### config.mk
export PLATFORM = sky130hd
export DESIGN_NAME = gray_ptr_receiver
export DESIGN_NICKNAME = d
export VERILOG_FILES = /design/src/rtl/gray_ptr_receiver.sv
export SDC_FILE = /design/constraint.sdc
export NUM_CORES = 1
export LEC_CHECK = 0
export CAP_MARGIN = 20
export CELL_PAD_IN_SITES_DETAIL_PLACEMENT = 0
export CELL_PAD_IN_SITES_GLOBAL_PLACEMENT = 1
export CORE_ASPECT_RATIO = 1.1
export CORE_MARGIN = 3
export CORE_UTILIZATION = 33
export DETAILED_ROUTE_END_ITERATION = 6
export PLACE_DENSITY_LB_ADDON = 0.1
export SLEW_MARGIN = 10
export SYNTH_ARGS = -nofsm -noshare
export SYNTH_HDL_FRONTEND = slang
export SYNTH_SLANG_ARGS = --single-unit
export TNS_END_PERCENT = 1
### constraint.sdc
create_clock -name clk -period 3.7 [get_ports clk]
set_input_delay 1.11 -clock clk [delete_from_list [all_inputs] [get_ports clk]]
set_output_delay 1.11 -clock clk [all_outputs]
set_load 0.05 [all_outputs]
### src/rtl/gray_ptr_receiver.sv
// Receiving end of a Gray-coded pointer crossing: synchronizes a remote Gray pointer,
// decodes it to binary and derives fill level, empty/full, update pulse and error flag.
module gray_ptr_receiver #(
    parameter int W           = 4,
    parameter int SYNC_STAGES = 2
) (
    input  logic         clk,
    input  logic         rst_n,
    input  logic [W-1:0] gray_in,
    input  logic [W-1:0] local_bin,
    input  logic         err_clr,
    output logic [W-1:0] bin_out,
    output logic [W-1:0] level,
    output logic         empty,
    output logic         full,
    output logic         ptr_inc,
    output logic         ptr_err
);

    localparam logic [W-1:0] HALF = W'(1) << (W - 1);

    logic [SYNC_STAGES-1:0][W-1:0] sync_q, sync_d;
    logic [W-1:0] g_prev_q, g_prev_d;
    logic [W-1:0] bin_out_q, bin_out_d;
    logic         ptr_inc_q, ptr_inc_d;
    logic         ptr_err_q, ptr_err_d;
    logic [W-1:0] g_last;
    logic [W-1:0] g_diff;
    logic         multi_bit;

    // Plain flop chain: nothing may look at gray_in before the last stage.
    always_comb begin
        sync_d    = '0;
        sync_d[0] = gray_in;
        for (int i = 1; i < SYNC_STAGES; i++) begin
            sync_d[i] = sync_q[i-1];
        end
    end

    always_comb begin
        g_last             = sync_q[SYNC_STAGES-1];
        bin_out_d          = '0;
        bin_out_d[W-1]     = g_last[W-1];
        for (int i = W - 2; i >= 0; i--) begin
            bin_out_d[i] = bin_out_d[i+1] ^ g_last[i];
        end
        g_prev_d  = g_last;
        g_diff    = g_last ^ g_prev_q;
        // More than one bit set iff clearing the lowest set bit leaves something.
        multi_bit = |(g_diff & (g_diff - W'(1)));
        ptr_inc_d = |g_diff;
        if (multi_bit) begin
            ptr_err_d = 1'b1;
        end else if (err_clr) begin
            ptr_err_d = 1'b0;
        end else begin
            ptr_err_d = ptr_err_q;
        end
    end

    always_ff @(posedge clk or negedge rst_n) begin
        if (!rst_n) begin
            sync_q    <= '0;
            g_prev_q  <= '0;
            bin_out_q <= '0;
            ptr_inc_q <= 1'b0;
            ptr_err_q <= 1'b0;
        end else begin
            sync_q    <= sync_d;
            g_prev_q  <= g_prev_d;
            bin_out_q <= bin_out_d;
            ptr_inc_q <= ptr_inc_d;
            ptr_err_q <= ptr_err_d;
        end
    end

    // Unregistered so the local pointer's own movement is reflected immediately.
    always_comb begin
        level = bin_out_q - local_bin;
        empty = (level == '0);
        full  = (level == HALF);
    end

    assign bin_out = bin_out_q;
    assign ptr_inc = ptr_inc_q;
    assign ptr_err = ptr_err_q;

endmodule

## After elaboration in Yosys (flattened, before gate mapping)

Index checks and enable logic that the tools add are counted.

- Flip-flop bits (word level): 18
- Logic and storage cells: 20

- Add/sub/neg operators: 2
- Eq/ne operators: 1
- Multiplexer cells: 2
- Bitwise operators: 5
- Reductions and logical operators: 4

Operators with widths:

| cell | count |
|---|---|
| 4-bit OR reduction | 2 |
| 4-bit AND | 1 |
| 4-bit == test (second input constant) | 1 |
| 4-bit zero test | 1 |
| 4-bit by 1-bit subtractor with 4-bit output (second input constant) | 1 |
| 4-bit subtractor | 1 |
| 4-bit XOR | 1 |
| 1-bit XOR | 3 |
| 1-bit 2-to-1 mux | 2 |
| 2-bit nonzero test | 1 |

## Logic depth before layout (Yosys ltp)

- Depth after elaboration: 5
- Depth in mapped cells: 6
- Depth with buffers taken out: 6

## Least setup slack after synthesis

OpenSTA, ideal clock, no wires.

- Path type: input-to-output
- Start point: in local_bin[0]
- End point: out empty
- Arrival: 3.291 ns
- Required time: 2.590 ns
- Slack: -0.701 ns
- Stages on the path: 5
- Path buffers: 0
- Path through: ha_1 fa_1 xnor2_1 or3_1 a21oi_1

- Longest elaborated chain between the ends: 2

RTL lines:

| item | RTL line | source |
|---|---|---|
| start, declared | 10 | `input logic [W-1:0] local_bin,` |
| 4-bit subtractor | 79 | `level = bin_out_q - local_bin;` |
| net level[2] | 13 | `output logic [W-1:0] level,` |
| 4-bit zero test | 80 | `empty = (level == '0);` |
| end, declared | 14 | `output logic empty,` |

The timed path passes the listed nets, and every way through them passes these cells.

## Worst setup path after layout

- Start point: in local_bin[0]
- End point: out full

- Longest elaborated chain between the ends: 2

RTL lines:

| item | RTL line | source |
|---|---|---|
| 4-bit subtractor | 79 |  |
| 4-bit == test | 81 | `full = (level == HALF);` |
| end, declared | 15 | `output logic full,` |

No other way between the ends.

==> metrics.txt <==
status finished with violations; violated checks setup timing; Layout area overhead 62.3%; DRT antenna net count 0; total wire length roughly 1200 um; crit path kind in2out; first-iteration detailed-routing DRC count 1; crit share post-route 1.03; met3 GRT Util 0.0332; Top delay family on crit path adder cells; Vias between 400 and 500; Fillers about 160; largest net degree at the start of global routing 18; setup bufs post-CTS 0; Setup crit start kind primary input; Clock Sinks 17; Syn Inst Count just over 50; RSZ-0062 raised after global routing true; Setup Skew about 0.00082 ns; vias in the first global route between 500 and 600; CTS buffer count 3; arrival time at the worst endpoint approximately 2.7 ns; final hold violation count 0; synthesized area 681 um2; VDD IR max between 200 and 300 uV; pwr dens approximately 520 nW/um2; Initial Util 0.366; CP peak stage delay between 0.5 and 0.6 ns; Reg area about 430 um2; syn nets between 60 and 70; total global routing overflow 0; Placed Cells around 100; DPL Wire Length 1010 um; CP Cell Sequence buf_6, ha_4, fa_2, inv_2, or3_4, and3b_2, buf_12; H-tree depth 1; CP required around 2.6 ns; multi-input logic area ~280 um2; fin. max-slew vios 0; GRT Total Usage 0.106; pre-CTS WS -0.538 ns; Core Box Area 1860 um2; Final GP Congestion between 0.7 and 0.8; Final setup viols 1; ys async rst share 1.00; Vias per Instance ~4.5; Non-Filler Instances around 110; die span in x between 40 and 50 um; gr busiest metal met2; layout cell share with drive strength beyond 1 0.333; Max Fclk around 260 MHz; Post-synth EDFFs 0; initial antenna violation count 0; post-synthesis average cell area about 13 um2; CTS tree yes; total die area between 2000 and 3000 um2; type of the worst min-delay path reg2reg; Clk Latency, worst-skew pair between 0.2 and 0.3 ns; global-route wire length before repair 2050 um; DR DRC count 0; CP Max Fanout 2; root buf cell clkbuf_4; Clock Path Buffers 2; static leakage ~0.49 nW; GRT met2 Usage 0.203; slowest CP cell fa_2; Yosys reg bits 17; Buf+Inv Stages, Crit Path 3; Synth cell types 19; FP Rows 16; Final Net Count 97; number of I/O pins 23; wire per inst around 11 um; GR Util met1 0.0968; # diodes 0; Main synth FF type dfrtp_1; post-synthesis sequential area ratio 0.625; kind of end point of the critical path output pin; number of port buffers 22; minimum clock period approximately 3.8 ns; measured slew at the worst slew-check pin slightly above 0.7 ns; max cap viols 0; clock slew at reported path FFs around 0.090 ns; Die Y ~54 um; yosys warns 0; headroom to the max-slew limit 0.527; Final WS setup -0.101 ns; # hold bufs at CTS 0; TritonRoute pass-1 iters 2
## sequential cells by signal, summed over array words and instances, names as in the netlist
| register | flops |
|---|---|
| bin_out | 4 |
| ptr_inc | 1 |
| ptr_err | 1 |
| g_prev_q | 3 |
| g_last | 4 |
| sync_d | 4 |
## cells in the final DEF (no fill, tap or decap)
cell             netlist  layout
dfrtp_1               17      17
clkdlybuf4s50_1        0      13
xor2_1                 8       8
buf_12                 0       6
buf_4                  1       5
inv_1                  6       4
clkbuf_4               0       3
inv_2                  0       2
o21ai_0                2       2
ha_4                   0       2
xnor2_2                0       1
nand3b_1               1       1
a21oi_1                2       1
a21o_1                 1       1
nand3_2                0       1
and2_1                 1       1
or4_1                  1       1
or3_4                  0       1
a21oi_4                0       1
and3b_2                0       1
nand2b_1               1       1
a22oi_1                1       1
nand4_1                1       1
fa_2                   0       1
ha_1                   3       1
clkinv_2               0       1
buf_6                  0       1
buf_2                  0       1
dlygate4sd2_1          0       1
## kinds of logic (layout without fill, tap and decap cells)
kind of cell,Yosys count,in the layout,share of synthesized area
flip-flops,17,17,0.625
XOR/XNOR,9,9,0.116
AND/OR/NAND/NOR,8,8,0.0791
buffers and inverters,7,37,0.0441
AO/OA/AOI/OAI,6,6,0.0515
adder cells (fa/ha/maj),4,4,0.0846
## Yosys cell counts, drive strengths merged (2+ instances only)
cell type,n,share of area
xor2,8,0.10
o21ai,2,0.015
a21oi,2,0.015
ha,3,0.055
inv,6,0.033
dfrtp,17,0.63
## cell type report
cell class | count | share of cell area
clock buffers | 3 | 0.0204
clock inverters | 1 | 0.00453
inverters | 6 | 0.0204
multi-input cells | 27 | 0.256
flip-flops and latches | 17 | 0.385
well taps | 27 | 0.0306
repair buffers | 27 | 0.283
## worst paths after layout
| kind | depth (start not counted) | startpoint | to | slack, ns |
|---|---|---|---|---|
| max in group asynchronous | 1 | rst_n | sync_d[7] | 2.01 |
| min reg2reg | 0 | sync_d[7] | g_last[3] | 0.36 |
| max reg2reg | 2 | g_last[1] | ptr_inc | 2.44 |
| max | 7 | local_bin[0] | full | -0.10 |
| min in group asynchronous | 1 | rst_n | g_prev_q[0] | 1.25 |
| min | 0 | sync_d[7] | g_last[3] | 0.36 |
## where the power goes
| group | internal (mW) | switching (mW) | leakage, nW | total, mW |
|---|---|---|---|---|
| logic | 0.130 | 0.146 | 0.282 | 0.276 |
| registers | 0.199 | 0.00865 | 0.193 | 0.208 |
| clock network | 0.0401 | 0.0540 | 0.0177 | 0.0941 |
## stage by stage
step | hold slack, ns | TNS (ns) | instance area (um2) | power [mW] | util
finish | 0.358 | -0.101 | 1100 | 0.578 | 0.593
global route | 0.366 | -0.144 | 1100 | 0.607 | 0.593
CTS | 0.362 | -0.102 | 1100 | 0.583 | 0.591
detailed placement | 0.337 | -1.21 | 1040 | 0.479 | 0.561
global placement | 0.333 | -1.11 | 1040 | 0.475 | 0.561
floorplan | 0.331 | -0.471 | 701 | 0.345 | -
## metal layers
metal,vias up,wire [um]
met3,4,108
met2,20,647
met5,-,0
li1,225,-
met4,0,25
met1,232,449
## timing repair
action,4_1_cts,5_1_grt
gates resized for setup,16,2
pin swaps,2,0
endpoints found under the setup margin,4,3
No activity file was read; power rests on OpenSTA's default activity.
